[src/rtl/l2_pkg.sv]
// Shared constants and state encoding for the L2 memory-port arbiter.
package l2_pkg;

    localparam int unsigned L2_ADDR_W       = 28;
    localparam int unsigned L2_DATA_W       = 128;
    localparam int unsigned L2_MAX_D_STREAK = 4;

    // Wide enough for MAX_D_STREAK up to 15.
    localparam int unsigned STREAK_W = 4;

    localparam logic [1:0] ARB_IDLE    = 2'd0;
    localparam logic [1:0] ARB_GRANT_I = 2'd1;
    localparam logic [1:0] ARB_GRANT_D = 2'd2;
    localparam logic [1:0] ARB_COOL    = 2'd3;

    typedef enum logic [1:0] {
        StIdle   = ARB_IDLE,
        StGrantI = ARB_GRANT_I,
        StGrantD = ARB_GRANT_D,
        StCool   = ARB_COOL
    } arb_state_e;

endpackage

[src/rtl/l2_arb_pick.sv]
// Combinational winner select: D by default, I once the D streak hits its limit.
module l2_arb_pick
    import l2_pkg::*;
#(
    parameter int unsigned MAX_D_STREAK = L2_MAX_D_STREAK
) (
    input  logic                i_req_i,
    input  logic                d_req_i,
    input  logic [STREAK_W-1:0] d_streak_i,
    output logic                gnt_i_o,
    output logic                gnt_d_o
);

    logic i_starved;

    assign i_starved = i_req_i && (d_streak_i == STREAK_W'(MAX_D_STREAK));
    assign gnt_d_o   = d_req_i && !i_starved;
    assign gnt_i_o   = i_req_i && !gnt_d_o;

endmodule

[src/rtl/l2_mem_arbiter.sv]
// Shares one memory port between the L2 I-cache and D-cache with zero added
// latency when uncontended; a D-grant streak counter prevents I starvation.
module l2_mem_arbiter
    import l2_pkg::*;
#(
    parameter int unsigned ADDR_W       = L2_ADDR_W,
    parameter int unsigned DATA_W       = L2_DATA_W,
    parameter int unsigned MAX_D_STREAK = L2_MAX_D_STREAK
) (
    input  logic              clk,
    input  logic              proc_reset_n,
    input  logic              i_read,
    input  logic [ADDR_W-1:0] i_addr,
    output logic              i_ready,
    output logic [DATA_W-1:0] i_rdata,
    input  logic              d_read,
    input  logic              d_write,
    input  logic [ADDR_W-1:0] d_addr,
    input  logic [DATA_W-1:0] d_wdata,
    output logic              d_ready,
    output logic [DATA_W-1:0] d_rdata,
    output logic              mem_read,
    output logic              mem_write,
    output logic [ADDR_W-1:0] mem_addr,
    output logic [DATA_W-1:0] mem_wdata,
    input  logic [DATA_W-1:0] mem_rdata,
    input  logic              mem_ready,
    output logic              arb_busy
);

    arb_state_e          state_q, state_d;
    logic [STREAK_W-1:0] streak_q, streak_d;
    logic [DATA_W-1:0]   rdata_q, rdata_d;

    logic i_req, d_req, gnt_i, gnt_d;
    logic fwd_i, fwd_d;
    logic i_ready_c, d_ready_c;

    assign i_req = i_read;
    assign d_req = d_read | d_write;

    l2_arb_pick #(
        .MAX_D_STREAK (MAX_D_STREAK)
    ) u_pick (
        .i_req_i    (i_req),
        .d_req_i    (d_req),
        .d_streak_i (streak_q),
        .gnt_i_o    (gnt_i),
        .gnt_d_o    (gnt_d)
    );

    always_comb begin
        state_d   = state_q;
        streak_d  = streak_q;
        rdata_d   = rdata_q;
        fwd_i     = 1'b0;
        fwd_d     = 1'b0;
        i_ready_c = 1'b0;
        d_ready_c = 1'b0;
        unique case (state_q)
            StIdle: begin
                if (gnt_d) begin
                    fwd_d   = 1'b1;
                    state_d = StGrantD;
                    if (!i_req) begin
                        streak_d = '0;
                    end else if (streak_q != STREAK_W'(MAX_D_STREAK)) begin
                        streak_d = streak_q + 1'b1;
                    end
                end else if (gnt_i) begin
                    fwd_i    = 1'b1;
                    state_d  = StGrantI;
                    streak_d = '0;
                end
            end
            StGrantI: begin
                // A dropped request parks the port idle until memory completes.
                fwd_i = i_req;
                if (mem_ready) begin
                    i_ready_c = 1'b1;
                    rdata_d   = mem_rdata;
                    state_d   = StCool;
                end
            end
            StGrantD: begin
                fwd_d = d_req;
                if (mem_ready) begin
                    d_ready_c = 1'b1;
                    rdata_d   = mem_rdata;
                    state_d   = StCool;
                end
            end
            StCool: begin
                state_d = StIdle;
            end
            default: begin
                state_d = StIdle;
            end
        endcase
    end

    always_ff @(posedge clk or negedge proc_reset_n) begin
        if (!proc_reset_n) begin
            state_q  <= StIdle;
            streak_q <= '0;
            rdata_q  <= '0;
        end else begin
            state_q  <= state_d;
            streak_q <= streak_d;
            rdata_q  <= rdata_d;
        end
    end

    // Every output is forced low while reset is held, including the
    // combinational forwarding paths.
    always_comb begin
        mem_read  = 1'b0;
        mem_write = 1'b0;
        mem_addr  = '0;
        mem_wdata = '0;
        if (proc_reset_n) begin
            if (fwd_d) begin
                mem_read  = d_read;
                mem_write = d_write;
                mem_addr  = d_addr;
                mem_wdata = d_wdata;
            end else if (fwd_i) begin
                mem_read  = 1'b1;
                mem_addr  = i_addr;
            end
        end
    end

    assign i_ready  = proc_reset_n & i_ready_c;
    assign d_ready  = proc_reset_n & d_ready_c;
    assign i_rdata  = !proc_reset_n ? '0 : (i_ready_c ? mem_rdata : rdata_q);
    assign d_rdata  = !proc_reset_n ? '0 : (d_ready_c ? mem_rdata : rdata_q);
    assign arb_busy = proc_reset_n && (state_q != StIdle);

endmodule

[config.mk]
export PLATFORM = sky130hd
export DESIGN_NAME = l2_mem_arbiter
export DESIGN_NICKNAME = d
export VERILOG_FILES = /design/src/rtl/l2_pkg.sv /design/src/rtl/l2_arb_pick.sv /design/src/rtl/l2_mem_arbiter.sv
export SDC_FILE = /design/constraint.sdc
export NUM_CORES = 1
export LEC_CHECK = 0
export CAP_MARGIN = 20
export CORE_AREA = 2 2 285 287
export CTS_CLUSTER_SIZE = 28
export DETAILED_ROUTE_END_ITERATION = 8
export DIE_AREA = 0 0 287 289
export PLACE_DENSITY = 0.36
export SETUP_SLACK_MARGIN = 0.5
export SYNTH_ARGS = -nofsm -noshare
export SYNTH_HDL_FRONTEND = slang
export SYNTH_HIERARCHICAL = 1
export SYNTH_SLANG_ARGS = --single-unit
[constraint.sdc]
create_clock -name clk -period 4.6 [get_ports clk]
set_input_delay 0.69 -clock clk [delete_from_list [all_inputs] [get_ports clk]]
set_output_delay 0.69 -clock clk [all_outputs]
set_load 0.005 [all_outputs]
# [Word level (Yosys, flattened, before mapping)]
# Index checks and enable logic that the tools add are counted.
[word_totals] reg_bits=134 input_bits=318 elab_cells=58
[classes] addsub=1 n_eq_ne=8 mux=30 bitwise=3 n_reduce_logical=13
[op_table] op="$mux 128" n=6
[op_table] op="$mux 28" n=3
[op_table] op="$mux 4" n=4
[op_table] op="$mux 1" n=11
[op_table] op="$mux 2" n=3
[op_table] op="$pmux 2 s3" n=1
[op_table] op="$add 4x1->4 const B" n=1
[op_table] op="$eq 2x2->1 const B" n=2
[op_table] op="$eq 4x3->1 const B" n=1
[op_table] op="$logic_and 1x1->1" n=4
[op_table] op="$ne 4x3->1 const B" n=1
[op_table] op="$pmux 1 s2" n=2
[op_table] op="$reduce_and 2->1" n=2
[op_table] op="$reduce_bool 2->1" n=2
[op_table] op="$ne 3x2->1 const B" n=1
[op_table] op="$ne 3x3->1 const B" n=1
[op_table] op="$reduce_and 3->1" n=1
[op_table] op="$and 1x1->1" n=2
[op_table] op="$eq 2x1->1 const B" n=1
[op_table] op="$logic_not 1->1" n=2
[op_table] op="$logic_not 2->1" n=1
[op_table] op="$ne 2x1->1 const B" n=1
[op_table] op="$reduce_or 2->1" n=1
[op_table] op="$or 1x1->1" n=1

# [Depth between registers and ports, before layout]
# Gate-level depths: netlist of the first run.
[logic_depth] word_depth=12 ltp_mapped=8 depth_no_buf=6

# [Hierarchy]
# The synthesis of the first run kept the hierarchy.
[modules_own_cells] module="l2_mem_arbiter" instances=1 cells_each=1436 area_each_um2=10342.4 seq_area_each_um2=3353.2
[modules_own_cells] module="l2_arb_pick" instances=1 cells_each=4 area_each_um2=40.0 seq_area_each_um2=0.0

# [Worst setup path after synthesis of the first run]
# Ideal clock, no wire load.
[synth_timing] kind="input -> output" startpoint="in d_write" endpoint="out mem_addr[10]" arrival_ns=2.043 setup_slack_ns=1.867 stages=8 n_path_buf=2 path_cell_list="or2_2 > inv_1 > a21oi_1 > o211ai_2 > and2_1 > buf_6 > buf_6 > a41o_1"
[synth_between] elab_chain_cells=10 elab_cells_between_ends=12 classes_between="8 x mux; 1 x bitwise; 3 x reduce/logical"
[synth_rtl] element="start: declaration" line_no="l2_mem_arbiter.sv:17" rtl="input logic d_write,"
[synth_rtl] element="$or 1x1->1 *" line_no="l2_mem_arbiter.sv:40" rtl="assign d_req = d_read | d_write;"
[synth_rtl] element="$logic_and 1x1->1 *" line_no="l2_arb_pick.sv:17" rtl="assign gnt_d_o = d_req_i && !i_starved;"
[synth_rtl] element="via gnt_d" line_no="l2_mem_arbiter.sv:35" rtl="logic i_req, d_req, gnt_i, gnt_d;"
[synth_rtl] element="$logic_not 1->1" line_no="l2_arb_pick.sv:18" rtl="assign gnt_i_o = i_req_i && !gnt_d_o;"
[synth_rtl] element="$logic_and 1x1->1" line_no="l2_arb_pick.sv:18"
[synth_rtl] element="$mux 1" line_no="l2_mem_arbiter.sv:70" rtl="end else if (gnt_i) begin"
[synth_rtl] element="$mux 1" line_no="l2_mem_arbiter.sv:62" rtl="if (gnt_d) begin"
[synth_rtl] element="$pmux 1 s2" line_no="l2_mem_arbiter.sv:60" rtl="unique case (state_q)"
[synth_rtl] element="$mux 28" line_no="l2_mem_arbiter.sv:127" rtl="end else if (fwd_i) begin"
[synth_rtl] element="$mux 28 *" line_no="l2_mem_arbiter.sv:122" rtl="if (fwd_d) begin"
[synth_rtl] element="$mux 28 *" line_no="l2_mem_arbiter.sv:121" rtl="if (proc_reset_n) begin"
[synth_rtl] element="end: declaration" line_no="l2_mem_arbiter.sv:24" rtl="output logic [ADDR_W-1:0] mem_addr,"
# The timed path passes the listed nets; every way through them passes the cells marked *.

# [Worst setup path after layout of the first run]
[layout_timing] startpoint="in d_write" endpoint="out mem_wdata[93]"
[layout_between] elab_chain_cells=6
[layout_rtl] element="$or 1x1->1" line_no="l2_mem_arbiter.sv:40"
[layout_rtl] element="via d_req" line_no="l2_mem_arbiter.sv:35"
[layout_rtl] element="$logic_and 1x1->1" line_no="l2_arb_pick.sv:17"
[layout_rtl] element="via gnt_d" line_no="l2_mem_arbiter.sv:35"
[layout_rtl] element="$mux 1" line_no="l2_mem_arbiter.sv:62"
[layout_rtl] element="$pmux 1 s2" line_no="l2_mem_arbiter.sv:60"
[layout_rtl] element="$mux 128" line_no="l2_mem_arbiter.sv:122"
[layout_rtl] element="$mux 128" line_no="l2_mem_arbiter.sv:121"
[layout_rtl] element="end: declaration" line_no="l2_mem_arbiter.sv:25" rtl="output logic [DATA_W-1:0] mem_wdata,"
# The timed path passes the listed nets, and every way through them passes these cells.

==> impl_metrics.yaml, run 1 <==
sta:
  rsz0062_at_grt: "no"
  finClkSkew_ns: 0.00778
  setup_tns_ns: 0
  hold_viol_final: 0
  fin_hold_ws_ns: 0.120
  worstMarginPinSlew_ns: 0.949
  finalSetupViolCount: 0
  period_minus_slack_ns: 3.96
  clock.fmax_mhz: 252
  slew_headroom_pct: 36.7
  slew_viol_final: 0
  timing.final.crit_share_pct: 86.2
clocking:
  htreeDepth: 4
  clock_sinks: 134
  cts_hold_buf: 0
  worstSkewPairLatency_ns: 0.47
  cts.clk_slew.worst_paths_ns: 0.08
  cts-buffers-inserted: 17
  root_buffer: "clkbuf_16"
  cts_tree: "yes"
  clockBufferDepth: 2
worst_setup_path:
  required_ns: 3.91
  r2r_cells: 5
  end_kind: "output port"
  crit_path_start_kind: "input pin"
  setup.worst_path.class: "in -> out"
  r2r-start: "state_q[1]$_DFFE_PN0P_"
  worstPathMaxFanout: 40
  worstPathArrival_ns: 3.27
  rr_endpoint: "rdata_q[34]$_DFFE_PN0P_"
  reg2reg_setup_slack_ns: 2.22
logic_synthesis:
  yosysTopAreaCell: "dfrtp_1"
  synth_top_area_share_pct: 32.3
  syn-cell-area_um2: 10400
  ys_types: 36
  synth-seq-cells: 134
  synth_area_leaders: "dfrtp_1 32%, nand2_1 20%, a21oi_1 14%, mux2_2 14%, and2_1 8.0%"
  synth_most_common_cell: "nand2_1"
  syn_area_per_cell_um2: 7.21
  synth-async-reset-ratio_pct: 100
  seq_area_frac_synth_pct: 32.3
  synthesis.nets: 1764
  synth_cells: 1440
  synth_warnings: 6
  synth_edf_count: 0
  synth_common_cells: "550 x nand2_1, 291 x a21oi_1, 134 x dfrtp_1, 132 x and2_1, 128 x mux2_2"
  synth_flop_cell: "dfrtp_1"
placement:
  io_buffers: 734
  dpl_cell_area_um2: 19000
  routabilityCongestion: 1.01
  dp.final_hpwl_um: 61900
final_layout:
  nNetsFinal: 2429
  syn2layout_area_growth_pct: 89.4
  nFillCells: 8749
  final_cell_area_um2: 19700
  drive_above_1_share_pct: 10.3
grt:
  grt_pass1_wl_um: 108000
  antenna_found_initial: 25
  grt_overflow: 0
  grt_util_all_layers_pct: 18.4
  grt_start_max_net_pins: 130
  grt_pass1_vias: 12699
route:
  drt_first_pass_iters: 4
  avgViaCountPerCell: 4.04
  drc_errors: 0
  vias: 12845
  wire_per_inst_um: 24.7
  wirelength_um: 78700
  drtIter0Drc: 627
  ant_nets: 0
flow_run:
  maxCapViolations: 0
run_status:
  status: "finished clean"
floorplan:
  fp-row-count: 104
  io_pins: 735
  core_um2: 79900
  start_util_pct: 13.0
  die-width_um: 287
  die_h_um: 289
  dieArea_um2: 82900
power_and_ir_drop:
  peakVddDrop_v: 0.000286
  p_leak_nw: 7.87
  powerDensity_nw_per_um2: 533
worst_hold_path:
  hold_path_class: "in -> async"
report_power, final:
part           internal (mW)  total [mW]  switching, mW
clock                  0.722        1.43          0.711
combinational           3.65        6.82           3.17
sequential              1.80        2.22          0.426
cells in the final DEF (no fill, tap or decap), types with 3 or more instances in the layout:
cell,Yosys,final
buf_12,0,16
nand2b_1,3,3
ha_1,6,6
clkdlybuf4s50_1,0,733
diode_2,0,5
inv_1,7,7
a21oi_1,291,289
inv_6,0,5
buf_4,3,22
nand2_4,0,3
and2_1,132,130
o21ai_0,3,3
a41o_1,28,28
nand2_1,550,547
dfrtp_1,134,134
nor2_1,5,5
clkbuf_16,0,18
inv_8,0,5
mux2_2,128,128
sequential cells by signal (all words and copies together) (netlist names):
| register | count |
|---|---|
| state_q | 2 |
| streak_q | 4 |
| rdata_q | 128 |
worst max path at each step:
| stage | from | slack, ns | endpoint | cells after the start |
|---|---|---|---|---|
| 4_1_cts | d_write | 0.51 | mem_addr[5] | 10 |
| 6_report | d_write | 0.64 | mem_wdata[93] | 10 |
| 2_1_floorplan | d_write | 1.87 | mem_addr[10] | 8 |
| 3_3_place_gp | d_write | 0.32 | mem_wdata[76] | 9 |
| 5_1_grt | d_write | 0.52 | mem_addr[7] | 10 |
| 3_5_place_dp | d_write | 0.27 | mem_wdata[70] | 9 |
cells by family (layout without fill, tap and decap cells):
group / Yosys count / after routing / synth area share, %
buffers and inverters: 139 / 817 / 6.30
other: 0 / 5 / 0
muxes: 130 / 130 / 14.1
DFF: 134 / 134 / 32.3
and+or+nand+nor: 697 / 697 / 28.8
AOI/OAI and AO/OA: 334 / 334 / 17.8
adders and majority gates: 6 / 6 / 0.723
through the flow:
| step | util [%] | cells | power, mW | worst slack, ns |
|---|---|---|---|---|
| final | 24.6 | 3183 | 10.5 | 0.636 |
| after global routing | 24.6 | 3182 | 11.3 | 0.516 |
| after CTS | 24.5 | 3175 | 10.7 | 0.508 |
| after detailed placement | 23.7 | 3141 | 9.07 | 0.266 |
| after global placement | 23.7 | 3141 | 9.07 | 0.323 |
| after floorplan | - | 1440 | 5.29 | 1.87 |
per-layer routing:
metal / track usage (%) / part of all wire (%) / vias to the layer above
li1: - / - / 6095
met1: 22.9 / 43 / 6189
met2: 32.1 / 49 / 492
met3: 4.83 / 6.6 / 67
met4: 3.32 / 1.2 / 2
met5: 0 / 0.013 / -
cell type report:
class | count | area (um^2) | area share (%)
antenna | 5 | 12.5 | 0.0636
clock buffer | 17 | 425 | 2.16
clock inverter | 15 | 154 | 0.782
inverter | 8 | 37.5 | 0.191
multi-input combinational | 1167 | 6430 | 32.7
sequential | 134 | 3350 | 17.0
tap | 1060 | 1330 | 6.74
timing repair buffer | 777 | 7930 | 40.3
what timing repair did:
item	in CTS	in global routing
pin swaps	1	1
setup endpoints to repair	148	30
buffers inserted	1	2
resized for setup	3	3
cloned	1	1
worst max-delay path: stages:
cell and delay, ns:
clkdlybuf4s50_1 0.55, or2_2 0.15, inv_1 0.07, a21oi_4 0.15, o211ai_2 0.15, a21oi_4 0.26
buf_12 0.16, bufbuf_16 0.32, and2_1 0.15, clkdlybuf4s50_1 0.61
Note: power is estimated with default switching activity, not from simulation.
==> run 2, diff against run 1 <==
Settings changed: PLACE_DENSITY 0.36 to 0.37.
Clock period 4.6 ns to 3.61 ns, I/O delays scaled along.
==> run 2 against run 1 <==
  * Cell count rose by 3.4%
  * Flip-flop and latch count did not move
  * Setup slack worse by 0.18 ns
  * Clock skew is 0.018 ns higher
  * Die area unchanged
  * Non-clock buffer count is 109 higher
  * Critical path type is now reg -> out
  * Highest routed layer unchanged
==> impl_metrics.yaml, run 2 (same netlist as run 1, synthesis figures left out) <==
run_status:
  status: "finished clean"
floorplan:
  start_util_pct: 13.0
  io_pins: 735
  fp-row-count: 104
  core_um2: 79900
  die-width_um: 287
  dieArea_um2: 82900
  die_h_um: 289
sta:
  timing.final.crit_share_pct: 87.3
  slew_headroom_pct: 47.1
  setup_tns_ns: 0
  slew_viol_final: 0
  hold_viol_final: 0
  rsz0062_at_grt: "yes"
  period_minus_slack_ns: 3.15
  clock.fmax_mhz: 317
  finClkSkew_ns: 0.0258
  finalSetupViolCount: 0
  worstMarginPinSlew_ns: 0.793
clocking:
  cts.clk_slew.worst_paths_ns: 0.07
  root_buffer: "clkbuf_16"
  clock_sinks: 134
  clockBufferDepth: 2
  worstSkewPairLatency_ns: 0.49
  cts_tree: "yes"
  cts-buffers-inserted: 17
  htreeDepth: 4
power_and_ir_drop:
  power_frac_seq_pct: 19.9
  p_sw_mw: 5.91
  p_leak_nw: 11.0
  swShare_pct: 41.4
  p_comb_share_pct: 67.6
  internal-power_mw: 8.37
  peakVddDrop_v: 0.000365
  powerDensity_nw_per_um2: 664
  power.share.clock_pct: 12.5
worst_setup_path:
  slowest_delay_ns: 0.42
  critPathSlowestCell: "dfrtp_2"
  worstPathArrival_ns: 2.61
  cp_top_family: "buffers and inverters"
  critPathBufInv: 4
  critical_path.cell_chain: "nor4b_4 > a21oi_4 > nand3b_1 > a21oi_4 > buf_4 > buf_12 > buf_4 > a41o_1 > dlygate4sd2_1"
  crit_path_start_kind: "register"
  reg2reg_setup_slack_ns: 1.43
  required_ns: 3.07
  setup.worst_path.class: "reg -> out"
  worstPathMaxFanout: 5
  end_kind: "output port"
grt:
  grt_overflow: 0
  grt_pass1_wl_um: 106000
  grt_util_all_layers_pct: 18.0
  grt_pass1_vias: 13321
  grt_start_max_net_pins: 89
  antenna_found_initial: 14
route:
  drt_first_pass_iters: 5
  vias: 13462
  avgViaCountPerCell: 4.09
  wirelength_um: 78300
  ant_nets: 0
  drc_errors: 0
  wire_per_inst_um: 23.8
  drtIter0Drc: 611
placement:
  dp.final_hpwl_um: 56600
  io_buffers: 734
  routabilityCongestion: 1.01
  dpl_cell_area_um2: 19300
final_layout:
  drive_above_1_share_pct: 21.5
  syn2layout_area_growth_pct: 107
  largestRegisters: "rdata_q x128, streak_q x4, state_q x2"
  layout_common_cells: "547 x nand2_1, 340 x clkdlybuf4s50_1, 238 x a21oi_1, 209 x dlygate4sd2_1, 132 x dfrtp_1"
  largest_reg_flops: 128
  final_cell_area_um2: 21500
  nNetsFinal: 2539
  final_common_cell: "nand2_1"
  top_register: "rdata_q"
flow_run:
  maxCapViolations: 0
worst_hold_path:
  hold_path_class: "in -> async"
run 2: cell count changes in the layout (fill, tap and decap cells not counted), sizes merged:
cell,previous run,this run
dlygate4sd3,0,1
clkbuf,19,70
dlymetal6s2s,0,90
buf,41,172
diode,5,4
clkdlybuf4s15,0,15
inv,17,14
dlygate4sd2,0,209
bufbuf,1,6
clkinv,4,7
clkdlybuf4s50,733,340
nand2,550,551
run 2: final timing paths:
path / startpoint / to / cells past startpoint
max: streak_q[0]$_DFFE_PN0P_ / mem_addr[27] / 9
min: proc_reset_n / rdata_q[119]$_DFFE_PN0P_ / 2
max reg2reg: state_q[0]$_DFFE_PN0P_ / rdata_q[68]$_DFFE_PN0P_ / 5
min reg2reg: rdata_q[30]$_DFFE_PN0P_ / rdata_q[30]$_DFFE_PN0P_ / 1
max in group asynchronous: proc_reset_n / rdata_q[20]$_DFFE_PN0P_ / 3
min in group clk: rdata_q[30]$_DFFE_PN0P_ / rdata_q[30]$_DFFE_PN0P_ / 1
run 2: layout make-up:
cell class / count / area [um^2]
Sequential cell: 134 / 3360
Antenna cell: 4 / 10.0
Tap cell: 1060 / 1330
Inverter: 8 / 40.0
Clock inverter: 15 / 145
Clock buffer: 17 / 425
Timing Repair Buffer: 886 / 9470
Multi-Input combinational cell: 1168 / 6720
Fill cell: 8694 / 58400
run 2: through the flow:
step / util (%) / worst slack (ns) / cells / power [mW] / hold WS [ns]
global placement: 24.1 / 0.0751 / 3165 / 11.7 / 0.414
finish: 26.9 / 0.460 / 3292 / 14.3 / 0.302
global route: 26.9 / 0.336 / 3290 / 15.3 / 0.332
floorplan: - / 1.17 / 1440 / 6.75 / 0.246
CTS: 26.4 / 0.345 / 3269 / 14.4 / 0.298
detailed placement: 24.1 / 0.0444 / 3165 / 11.7 / 0.413
run 2: timing repair:
action	in CTS	in global routing
resized for setup	461	248
pin swaps	17	18
hold buffers	1	0
buffers inserted	46	15
setup endpoints to repair	412	185
cloned	25	4
hold endpoints to repair	2	0
run 2: power by group through the flow:
stage                     clock network [mW]  logic [mW]  registers, mW
final                                   1.79        9.65           2.84
after global routing                    1.92        10.4           2.95
after CTS                               1.88        9.66           2.82
after detailed placement                   0        8.85           2.85
after global placement                     0        8.86           2.82
after floorplan                            0        4.03           2.72
run 2: per-layer routing:
layer	part of all wire, %	GRT usage, %
met2	49	30.8
met1	43	22.5
met4	0.86	2.89
met3	7.2	5.21
met5	0.050	0
